### config.mk
export PLATFORM = sky130hd
export DESIGN_NAME = uart_rx_fifo_ctrl
export DESIGN_NICKNAME = d
export VERILOG_FILES = /design/src/rtl/uart_rx_fifo_ctrl.sv
export SDC_FILE = /design/constraint.sdc
export NUM_CORES = 1
export LEC_CHECK = 0
export CORE_MARGIN = 2
export CORE_UTILIZATION = 45
export DETAILED_ROUTE_END_ITERATION = 10
export PLACE_DENSITY = 0.79
export SKIP_CTS_REPAIR_TIMING = 1
export SLEW_MARGIN = 30
export SYNTH_ARGS = -nofsm -noshare
export SYNTH_HDL_FRONTEND = slang
export SYNTH_SLANG_ARGS = --single-unit
### constraint.sdc
create_clock -name clk -period 2.3 [get_ports clk]
set_clock_uncertainty 0.15 [all_clocks]
set_input_delay 0.345 -clock clk [delete_from_list [all_inputs] [get_ports clk]]
set_output_delay 0.345 -clock clk [all_outputs]
set_load 0.01 [all_outputs]
### src/rtl/uart_rx_fifo_ctrl.sv
// Read-side controller for the UART receive FIFO.
// Drains FIFO entries into a single-entry valid/ready output register,
// sequences FIFO flushes, and raises threshold, timeout and overflow status.
// Optional statistics counters are compiled in with UART_RX_FIFO_CTRL_STATS_EN.
module uart_rx_fifo_ctrl #(
  parameter int unsigned DATA_WIDTH = 8,
  parameter int unsigned FIFO_DEPTH = 16,
  parameter int unsigned TO_W       = 16,
  localparam int unsigned CW        = $clog2(FIFO_DEPTH) + 1
) (
  input  logic                  clk,
  input  logic                  rst_n,
  input  logic [DATA_WIDTH-1:0] fifo_read_data,
  input  logic                  fifo_empty,
  input  logic [CW-1:0]         fifo_data_count,
  input  logic                  fifo_overflow,
  output logic                  fifo_read_en,
  output logic                  fifo_clear,
  input  logic                  rx_char_strobe,
  input  logic                  rx_enable,
  input  logic                  flush_req,
  input  logic [CW-1:0]         trig_level,
  input  logic [TO_W-1:0]       timeout_limit,
  input  logic [2:0]            irq_mask,
  input  logic                  ovf_clr,
  output logic [DATA_WIDTH-1:0] m_data,
  output logic                  m_valid,
  input  logic                  m_ready,
  output logic [2:0]            irq_status,
`ifdef UART_RX_FIFO_CTRL_STATS_EN
  output logic [15:0]           stat_rx_count,
  output logic [7:0]            stat_to_count,
`endif
  output logic                  irq
);

  typedef enum logic [1:0] {StIdle, StValid, StFlush} state_e;

  state_e                state_q, state_d;
  logic [DATA_WIDTH-1:0] m_data_q;
  logic [TO_W-1:0]       to_cnt_q, to_cnt_d;
  logic                  to_sticky_q, to_sticky_d;
  logic                  ovf_sticky_q, ovf_sticky_d;
  logic                  ovf_prev_q;
  logic                  thresh_q, thresh_d;
  logic                  irq_q;

  logic is_idle, is_valid, load, handshake, flush_eff;
  logic to_active, to_hit, ovf_rise;

  assign is_idle   = (state_q == StIdle);
  assign is_valid  = (state_q == StValid);
  // flush_req wins over both a new load and a pending handshake.
  assign load      = rx_enable & ~fifo_empty & (is_idle | (is_valid & m_ready)) & ~flush_req;
  assign handshake = is_valid & m_ready & ~flush_req;
  // A flush request arriving while already flushing has no effect.
  assign flush_eff = flush_req & (state_q != StFlush);

  assign fifo_read_en = load;
  assign fifo_clear   = (state_q == StFlush);
  assign m_valid      = is_valid;
  assign m_data       = m_data_q;

  // Next-state logic for the output register FSM.
  always_comb begin
    state_d = state_q;
    case (state_q)
      StIdle: begin
        if (flush_req) state_d = StFlush;
        else if (load) state_d = StValid;
      end
      StValid: begin
        if (flush_req)    state_d = StFlush;
        else if (load)    state_d = StValid;
        else if (m_ready) state_d = StIdle;
      end
      StFlush: state_d = StIdle;
      default: state_d = StIdle;
    endcase
  end

  // Idle-timeout counter: runs while data is pending, saturates at all-ones.
  assign to_active = ~fifo_empty | is_valid;
  assign to_hit    = (timeout_limit != '0) && (to_cnt_q == timeout_limit);

  always_comb begin
    to_cnt_d = to_cnt_q;
    if (flush_eff || rx_char_strobe || handshake || !to_active) begin
      to_cnt_d = '0;
    end else if (to_cnt_q != {TO_W{1'b1}}) begin
      to_cnt_d = to_cnt_q + TO_W'(1);
    end
  end

  // Sticky status next-state; a set in the same cycle as a clear wins.
  assign ovf_rise = fifo_overflow & ~ovf_prev_q;

  always_comb begin
    to_sticky_d = to_sticky_q;
    if (to_hit)                      to_sticky_d = 1'b1;
    else if (handshake || flush_eff) to_sticky_d = 1'b0;

    ovf_sticky_d = ovf_sticky_q;
    if (ovf_rise)                  ovf_sticky_d = 1'b1;
    else if (ovf_clr || flush_eff) ovf_sticky_d = 1'b0;

    thresh_d = (trig_level != '0) && (fifo_data_count >= trig_level);
  end

  assign irq_status = {ovf_sticky_q, to_sticky_q, thresh_q};
  assign irq        = irq_q;

  // State, data and status registers.
  always_ff @(posedge clk or negedge rst_n) begin
    if (!rst_n) begin
      state_q      <= StIdle;
      m_data_q     <= '0;
      to_cnt_q     <= '0;
      to_sticky_q  <= 1'b0;
      ovf_sticky_q <= 1'b0;
      ovf_prev_q   <= 1'b0;
      thresh_q     <= 1'b0;
      irq_q        <= 1'b0;
    end else begin
      state_q      <= state_d;
      if (load) m_data_q <= fifo_read_data;
      to_cnt_q     <= to_cnt_d;
      to_sticky_q  <= to_sticky_d;
      ovf_sticky_q <= ovf_sticky_d;
      ovf_prev_q   <= fifo_overflow;
      thresh_q     <= thresh_d;
      irq_q        <= |(irq_status & irq_mask);
    end
  end

`ifdef UART_RX_FIFO_CTRL_STATS_EN
  logic [15:0] stat_rx_q;
  logic [7:0]  stat_to_q;

  // Statistics counters; only rst_n clears them, a flush leaves them alone.
  always_ff @(posedge clk or negedge rst_n) begin
    if (!rst_n) begin
      stat_rx_q <= '0;
      stat_to_q <= '0;
    end else begin
      if (handshake) stat_rx_q <= stat_rx_q + 16'd1;
      if (to_sticky_d && !to_sticky_q && (stat_to_q != 8'hff)) stat_to_q <= stat_to_q + 8'd1;
    end
  end

  assign stat_rx_count = stat_rx_q;
  assign stat_to_count = stat_to_q;
`endif

endmodule
==> results of run 1 <==
## cell families after synthesis
family | after synthesis | share of synthesized area [%]
flip-flops | 31 | 41.6
multiplexers | 9 | 5.37
XOR/XNOR | 26 | 12.2
AO/OA/AOI/OAI | 21 | 7.52
buffers and inverters | 20 | 5.64
AND/OR/NAND/NOR | 74 | 23.6
adder cells (fa/ha/maj) | 6 | 4.03
## metal layers
layer	vias to the layer above	part of all wire, %
met5	-	0
met4	0	1.6
met3	6	6.4
met2	57	49
met1	754	43
li1	787	-
## flip-flops by register name, summed over array words and instances, names as in the netlist
signal	flops
irq	1
ovf_sticky_q	1
to_sticky_q	1
to_cnt_q	16
state_q	2
m_data	8
thresh_q	1
ovf_prev_q	1
## per-stage QoR
stage	cell area (um2)	total power, mW
finish	2580	1.37
global route	2580	1.43
global placement	2480	0.923
detailed placement	2480	0.931
floorplan	1860	0.736
CTS	2580	1.38
## worst min path at each step
stage / start / endpoint
after CTS: rst_n / to_cnt_q[0]
final: rst_n / to_cnt_q[14]
after global routing: ovf_prev_q / ovf_sticky_q
after global placement: ovf_prev_q / ovf_sticky_q
after detailed placement: ovf_prev_q / ovf_sticky_q
after floorplan: rst_n / irq
## power groups by stage
stage	sequential [mW]	clock [mW]	combinational [mW]
6_report	0.612	0.456	0.305
4_1_cts	0.613	0.463	0.309
2_1_floorplan	0.639	0	0.0973
3_3_place_gp	0.619	0	0.303
5_1_grt	0.619	0.486	0.330
3_5_place_dp	0.623	0	0.308
## area by class of cell
class	instances	area share, %
multi-input combinational	136	38.2
sequential	31	30.0
timing repair buffer	63	24.2
clock buffer	5	2.66
tap	50	2.42
inverter	11	1.60
clock inverter	3	0.920
## layout by cell type, fill, tap and decap left out, drive strengths merged
cell type | netlist | layout
xnor2 | 23 | 23
nand4 | 11 | 11
o2111ai | 2 | 2
ha | 6 | 6
or4 | 2 | 2
a21boi | 1 | 1
o22ai | 1 | 1
nor2 | 19 | 19
nand2b | 3 | 3
mux2i | 1 | 1
a222oi | 1 | 1
clkbuf | 1 | 5
o32ai | 1 | 1
clkdlybuf4s50 | 0 | 59
dlymetal6s2s | 0 | 1
buf | 8 | 3
and4 | 2 | 2
nor4 | 7 | 7
mux2 | 8 | 8
nor3 | 6 | 6
dfrtp | 31 | 31
a31oi | 1 | 1
and2b | 1 | 1
o21ai | 3 | 3
o21a | 1 | 1
nand3 | 8 | 8
a22o | 1 | 1
inv | 11 | 12
nand2 | 6 | 6
xor2 | 3 | 3
nor2b | 6 | 6
and3 | 3 | 3
clkinvlp | 0 | 2
a21oi | 6 | 6
a211oi | 3 | 3
==> impl_metrics.json, run 1 <==
{
  "final_cell_count_no_fill": 299,
  "reg2reg_depth": 6,
  "yosysTopAreaCell": "dfrtp_1",
  "clk_latency_ns": 0.30,
  "h-tree-depth": 2,
  "yosys-top-cells-count": "dfrtp_1 (31), xnor2_1 (23), nor2_1 (18)",
  "cap_viol_max_count": 0,
  "antenna_found_initial": 0,
  "path_depth": 6,
  "clkSinkCount": 31,
  "portBuffers": 60,
  "timing.rr.end": "to_cnt_q[14]",
  "synth_edf_count": 0,
  "root_buffer": "clkbuf_8",
  "synth_cell_types": 39,
  "grt_start_max_net_pins": 32,
  "r2r-start": "to_cnt_q[1]",
  "drv_slew": 0,
  "critical_path.max_fanout": 8,
  "antenna_cells": 0,
  "critPathKind": "flop to flop",
  "endpoint": "to_cnt_q[14]",
  "nFillCells": 323,
  "synth_most_common_cell": "dfrtp_1",
  "start_kind": "flop",
  "hold-worst-slack_ns": 0.289,
  "status": "completed",
  "fin_util_pct": 64.6,
  "synthTopCellsByArea": "dfrtp_1 (42%), xnor2_1 (11%), mux2_2 (4.8%)",
  "final.setup.tns_ns": 0,
  "max_slew_margin_pct": 66.4,
  "netlist.area_leader.share_pct": 41.6,
  "gp_congestion": 0.974,
  "place_ws_ns": 0.0876,
  "period_share_pct": 89.8,
  "path_clk_slew_ns": 0.08,
  "final_hold_viol_count": 0,
  "ant_nets": 0,
  "seq_power_share_pct": 44.6,
  "endpoint_kind": "flop",
  "crit_slowest_cell": "nor4_4",
  "grt_first_pass_wirelength_um": 7100,
  "p_int_mw": 1.00,
  "fmax_mhz": 484,
  "use_met3_pct": 6.41,
  "synth-seq-cells": 31,
  "use_met1_pct": 25.7,
  "drt-pass1-iter-count": 5,
  "drc": 0,
  "grt_pass1_vias": 1569,
  "peakVddDrop_uv": 456,
  "synth-main-ff-cell": "dfrtp_1",
  "route.vias.total": 1604,
  "worstPathCellList": "ha_1 > nand2_1 > nor4_4 > nand4_1 > xor2_1 > nor2_2",
  "p_comb_share_pct": 22.2,
  "syn_area_per_cell_um2": 9.96,
  "crit_buf_inv": 0,
  "grt.met2_usage_pct": 34.8,
  "drt_iter0_drc": 98,
  "seq_area_um2": 776,
  "track_usage_pct": 21.1,
  "post-route-min-period_ns": 2.07,
  "power.density_mw_per_mm2": 531,
  "dp_hpwl_um": 3190,
  "async_flop_share_pct": 100,
  "drive_above_1_share_pct": 11.2,
  "clk_path_buf_depth": 2,
  "hold_path.class": "primary input to async pin",
  "grt_overflow": 0,
  "synth_cells": 187,
  "r2r_setup_slack_ns": 0.23,
  "io_pins": 61,
  "ys_seq_area_share_pct": 41.6,
  "die_area_mm2": 0.00467,
  "multi_input_area_um2": 987,
  "die_y_um": 68.3,
  "cts_tree": "built",
  "routed_wl_um": 4150,
  "area_delta_synth_final_pct": 38.8,
  "fin_nets": 300,
  "synth_area_mm2": 0.00186,
  "dp.cells": 291,
  "sw_frac_of_total_pct": 27.1,
  "rsz0062_at_grt": "false",
  "worst_pin_slew_ns": 0.500,
  "crit_start": "to_cnt_q[1]",
  "slowest_delay_ns": 0.51,
  "fin_ws_ns": 0.234,
  "via_per_inst": 5.36,
  "crit_arrival_ns": 2.10,
  "cp_top_family": "simple AND/OR/NAND/NOR gates",
  "wire_per_inst_um": 13.9,
  "required_ns": 2.33,
  "pwr-share-clk_pct": 33.2,
  "syn_nets": 239,
  "die_w_um": 68.3,
  "grt-busiest-layer": "met2",
  "p_leak_nw": 1.05,
  "start_util_pct": 46.6,
  "cts_buffers": 5,
  "yosys_warnings": 0,
  "switchingPower_mw": 0.372,
  "num_rows": 23,
  "setup_viol": 0,
  "core-area_mm2": 0.00400
}
(Power assumes the default switching activity.)
==> run 2: changes to the inputs <==
--- a/config.mk
+++ b/config.mk
@@ -7,6 +7,7 @@
 export LEC_CHECK = 0
 export CORE_MARGIN = 2
 export CORE_UTILIZATION = 45
+export CTS_BUF_LIST = sky130_fd_sc_hd__clkbuf_16
 export DETAILED_ROUTE_END_ITERATION = 10
 export PLACE_DENSITY = 0.79
 export SKIP_CTS_REPAIR_TIMING = 1
==> impl_metrics.json, run 2 (same netlist as run 1, synthesis figures left out) <==
{
  "status": "completed",
  "ant_nets": 0,
  "clk_path_buf_depth": 2,
  "endpoint_kind": "flop",
  "die_area_mm2": 0.00467,
  "clkSinkCount": 31,
  "fin_nets": 300,
  "post-route-min-period_ns": 2.03,
  "core-area_mm2": 0.00400,
  "largest_reg_flops": 16,
  "timing.rr.end": "to_cnt_q[14]",
  "wire_per_inst_um": 14.1,
  "antenna_cells": 0,
  "regMostFlops": "to_cnt_q",
  "route.vias.total": 1604,
  "drc": 0,
  "r2r_setup_slack_ns": 0.27,
  "slowest_delay_ns": 0.49,
  "start_util_pct": 46.6,
  "rsz0062_at_grt": "false",
  "peakVddDrop_uv": 604,
  "critical_path.max_fanout": 8,
  "period_share_pct": 88.4,
  "worst_pin_slew_ns": 0.482,
  "drv_slew": 0,
  "setup_viol": 0,
  "final_hold_viol_count": 0,
  "gp_congestion": 0.974,
  "power.total_mw": 1.58,
  "critPathKind": "flop to flop",
  "clk_latency_ns": 0.28,
  "root_buffer": "clkbuf_16",
  "max_slew_margin_pct": 67.6,
  "grt_pass1_vias": 1588,
  "nFillCells": 317,
  "die_y_um": 68.3,
  "power.density_mw_per_mm2": 598,
  "fmax_mhz": 492,
  "routed_wl_um": 4220,
  "start_kind": "flop",
  "p_leak_nw": 1.08,
  "layout_common_cells": "clkdlybuf4s50_1 (59), dfrtp_1 (31), xnor2_1 (23), nor2_1 (18), inv_1 (11)",
  "io_pins": 61,
  "antenna_found_initial": 0,
  "fin_util_pct": 66.0,
  "grt_overflow": 0,
  "final.setup.tns_ns": 0,
  "drt_iter0_drc": 93,
  "hold_path.class": "primary input to async pin",
  "cts_buffers": 5,
  "num_rows": 23,
  "worstPathCellList": "ha_1 > nand2_1 > nor4_4 > nand4_1 > xor2_1 > nor2_2",
  "path_clk_slew_ns": 0.06,
  "die_w_um": 68.3,
  "cts_tree": "built",
  "required_ns": 2.32,
  "cap_viol_max_count": 0,
  "reg2reg_depth": 6,
  "drive_above_1_share_pct": 11.2,
  "final_common_cell": "clkdlybuf4s50_1",
  "drt-pass1-iter-count": 4,
  "grt_start_max_net_pins": 32,
  "r2r-start": "to_cnt_q[1]",
  "track_usage_pct": 21.2,
  "crit_arrival_ns": 2.05,
  "crit_slowest_cell": "nor4_4",
  "h-tree-depth": 2,
  "area_delta_synth_final_pct": 41.8,
  "grt_first_pass_wirelength_um": 7180,
  "via_per_inst": 5.36,
  "portBuffers": 60,
  "dp_hpwl_um": 3190
}
-- run 2: cell types whose count changed in the layout (fill, tap and decap cells not counted) --
cell       previous run  this run
clkbuf_8              5         0
clkbuf_16             0         5
-- run 2: worst max-delay path by stage --
| stage | start | cells after the start | to | slack, ns |
|---|---|---|---|---|
| after floorplan | to_cnt_q[0] | 6 | to_cnt_q[14] | 0.52 |
| after global placement | fifo_empty | 6 | fifo_read_en | 0.11 |
| after detailed placement | fifo_empty | 6 | fifo_read_en | 0.09 |
| after CTS | fifo_empty | 6 | fifo_read_en | 0.08 |
| after global routing | to_cnt_q[1] | 6 | to_cnt_q[14] | 0.08 |
| final | to_cnt_q[1] | 6 | to_cnt_q[14] | 0.27 |
-- run 2: stage by stage --
stage | hold WS [ns] | instance area (um2) | std cells | worst slack, ns
4_1_cts | 0.303 | 2630 | 299 | 0.0808
6_report | 0.301 | 2640 | 299 | 0.267
3_5_place_dp | 0.289 | 2480 | 291 | 0.0876
3_3_place_gp | 0.275 | 2480 | 291 | 0.111
2_1_floorplan | -0.101 | 1860 | 187 | 0.517
5_1_grt | 0.342 | 2640 | 299 | 0.0833
-- run 2: cell type report --
| class | instances | area (um2) | share of cell area (%) |
|---|---|---|---|
| Sequential cell | 31 | 776 | 29.4 |
| Timing Repair Buffer | 63 | 626 | 23.7 |
| Clock inverter | 3 | 23.8 | 0.900 |
| Inverter | 11 | 41.3 | 1.56 |
| Tap cell | 50 | 62.6 | 2.37 |
| Clock buffer | 5 | 125 | 4.74 |
| Multi-Input combinational cell | 136 | 987 | 37.4 |
-- run 2: routing by layer --
metal / GRT usage [%] / routed length [um]
met5: 0 / 0
met4: 7.00 / 52
met3: 5.92 / 262
met2: 35.9 / 2140
met1: 26.1 / 1770
-- run 2: worst max-delay path: cells and delay by family, from the launching register on --
family	cells	cell delay, ns
flip-flops	1	0.45
AND/OR/NAND/NOR	4	0.84
XOR/XNOR	1	0.19
adder cells (fa/ha/maj)	1	0.29
-- run 2: power by group --
group	switching [mW]	internal [mW]
logic	0.110	0.197
clock network	0.257	0.404
registers	0.0236	0.590
==> run 3: changes to the inputs <==
--- a/config.mk
+++ b/config.mk
@@ -5,7 +5,6 @@
 export SDC_FILE = /design/constraint.sdc
 export NUM_CORES = 1
 export LEC_CHECK = 0
-export CORE_MARGIN = 2
 export CORE_UTILIZATION = 45
 export CTS_BUF_LIST = sky130_fd_sc_hd__clkbuf_16
 export DETAILED_ROUTE_END_ITERATION = 10
==> impl_metrics.json, run 3 (same netlist as run 1, synthesis figures left out) <==
{
  "drc": 0,
  "area_delta_synth_final_pct": 41.3,
  "start_kind": "flop",
  "placed_area_mm2": 0.00248,
  "worstPathCellList": "ha_1 > nand2_1 > nor4_4 > a21oi_1 > xnor2_1 > nor2_1",
  "largest_reg_flops": 16,
  "reg2reg_depth": 6,
  "peakVddDrop_uv": 565,
  "drt-pass1-iter-count": 4,
  "portBuffers": 60,
  "grt_start_max_net_pins": 32,
  "clkSinkCount": 31,
  "core-area_mm2": 0.00400,
  "crit_buf_inv": 0,
  "r2r_setup_slack_ns": 0.25,
  "via_per_inst": 5.45,
  "die_w_um": 66.3,
  "final_cell_count_no_fill": 299,
  "design_area_mm2": 0.00263,
  "grt_overflow": 0,
  "io_pins": 61,
  "critPathKind": "flop to flop",
  "drt_iter0_drc": 102,
  "routed_wl_um": 4300,
  "p_leak_nw": 1.07,
  "dp_hpwl_um": 3240,
  "endpoint_kind": "flop",
  "drv_slew": 0,
  "cap_viol_max_count": 0,
  "required_ns": 2.31,
  "h-tree-depth": 2,
  "r2r-start": "to_cnt_q[1]",
  "status": "completed",
  "grt_first_pass_wirelength_um": 7320,
  "cts_buffers": 5,
  "track_usage_pct": 22.8,
  "worst_pin_slew_ns": 0.469,
  "fin_nets": 300,
  "slowest_delay_ns": 0.49,
  "drive_above_1_share_pct": 10.8,
  "antenna_found_initial": 0,
  "wire_per_inst_um": 14.4,
  "grt_pass1_vias": 1626,
  "final_common_cell": "clkdlybuf4s50_1",
  "path_clk_slew_ns": 0.05,
  "power.density_mw_per_mm2": 591,
  "dp.cells": 291,
  "max_slew_margin_pct": 68.5,
  "post-route-min-period_ns": 2.05,
  "hold_path_depth": 1,
  "hold_path.class": "flop to flop",
  "rsz0062_at_grt": "false",
  "gp_congestion": 0.915,
  "worst_hold_path.endpoint": "ovf_sticky_q",
  "start_util_pct": 46.6,
  "final.setup.tns_ns": 0,
  "crit_slowest_cell": "nor4_4",
  "period_share_pct": 89.1,
  "timing.rr.end": "to_cnt_q[3]",
  "cp_top_family": "simple AND/OR/NAND/NOR gates",
  "setup_viol": 0,
  "die_y_um": 66.3,
  "regMostFlops": "to_cnt_q",
  "die_area_mm2": 0.00440,
  "route.vias.total": 1630,
  "min-delay-start": "ovf_prev_q",
  "ant_nets": 0,
  "cts_tree": "built",
  "fmax_mhz": 488,
  "final_hold_viol_count": 0,
  "antenna_cells": 0,
  "root_buffer": "clkbuf_16",
  "clk_path_buf_depth": 2,
  "num_rows": 23,
  "layout_common_cells": "clkdlybuf4s50_1 (59), dfrtp_1 (31), xnor2_1 (23), nor2_1 (18), inv_1 (11)",
  "crit_arrival_ns": 2.06,
  "clk_latency_ns": 0.28,
  "fin_ws_ns": 0.251,
  "critical_path.max_fanout": 8,
  "place_ws_ns": 0.0562
}
==> run 3: cell count changes in the layout (fill, tap and decap cells not counted), sizes merged <==
cell    before  now
clkinv       0    1
inv         12   11
==> run 3: worst max-delay path by stage <==
stage               depth (start not counted)   startpoint      endpoint  slack, ns
floorplan                                   6  to_cnt_q[0]  to_cnt_q[14]       0.52
global placement                            6   fifo_empty  fifo_read_en       0.08
detailed placement                          6   fifo_empty  fifo_read_en       0.06
CTS                                         6   fifo_empty  fifo_read_en       0.02
global route                                6  to_cnt_q[1]  to_cnt_q[14]       0.08
finish                                      6  to_cnt_q[1]   to_cnt_q[3]       0.25
==> run 3: where the power goes <==
group          total [mW]  internal [mW]  switching (mW)
logic               0.304          0.196           0.108
clock network       0.639          0.398           0.241
registers           0.613          0.590          0.0234
==> run 3: worst register-to-register path: stages, from the launching register on <==
cell and delay (ns):
dfrtp_1 0.46, ha_1 0.30, nand2_1 0.14, nor4_4 0.49
a21oi_1 0.17, xnor2_1 0.17, nor2_1 0.05
==> run 3: per-stage QoR <==
stage / utilization [%] / power, mW / hold slack, ns
2_1_floorplan: - / 0.736 / -0.101
3_3_place_gp: 62.1 / 0.921 / 0.270
3_5_place_dp: 62.1 / 0.929 / 0.296
4_1_cts: 65.7 / 1.58 / 0.305
5_1_grt: 65.8 / 1.63 / 0.324
6_report: 65.8 / 1.56 / 0.298
==> run 3: final cells by class <==
| type | count | area [um2] |
|---|---|---|
| well taps | 50 | 62.6 |
| inverters | 11 | 41.3 |
| clock buffers | 5 | 125 |
| fillers | 324 | 1370 |
| multi-input cells | 136 | 982 |
| flip-flops and latches | 31 | 776 |
| repair buffers | 63 | 626 |
| clock inverters | 3 | 20.0 |
==> run 3: layer usage <==
| metal | up-vias | GRT usage [%] | share of wire (%) |
|---|---|---|---|
| met5 | - | 0 | 0 |
| met4 | 0 | 8.24 | 1.9 |
| met3 | 10 | 8.10 | 6.2 |
| met2 | 58 | 37.1 | 50 |
| met1 | 779 | 27.6 | 42 |
| li1 | 783 | - | - |
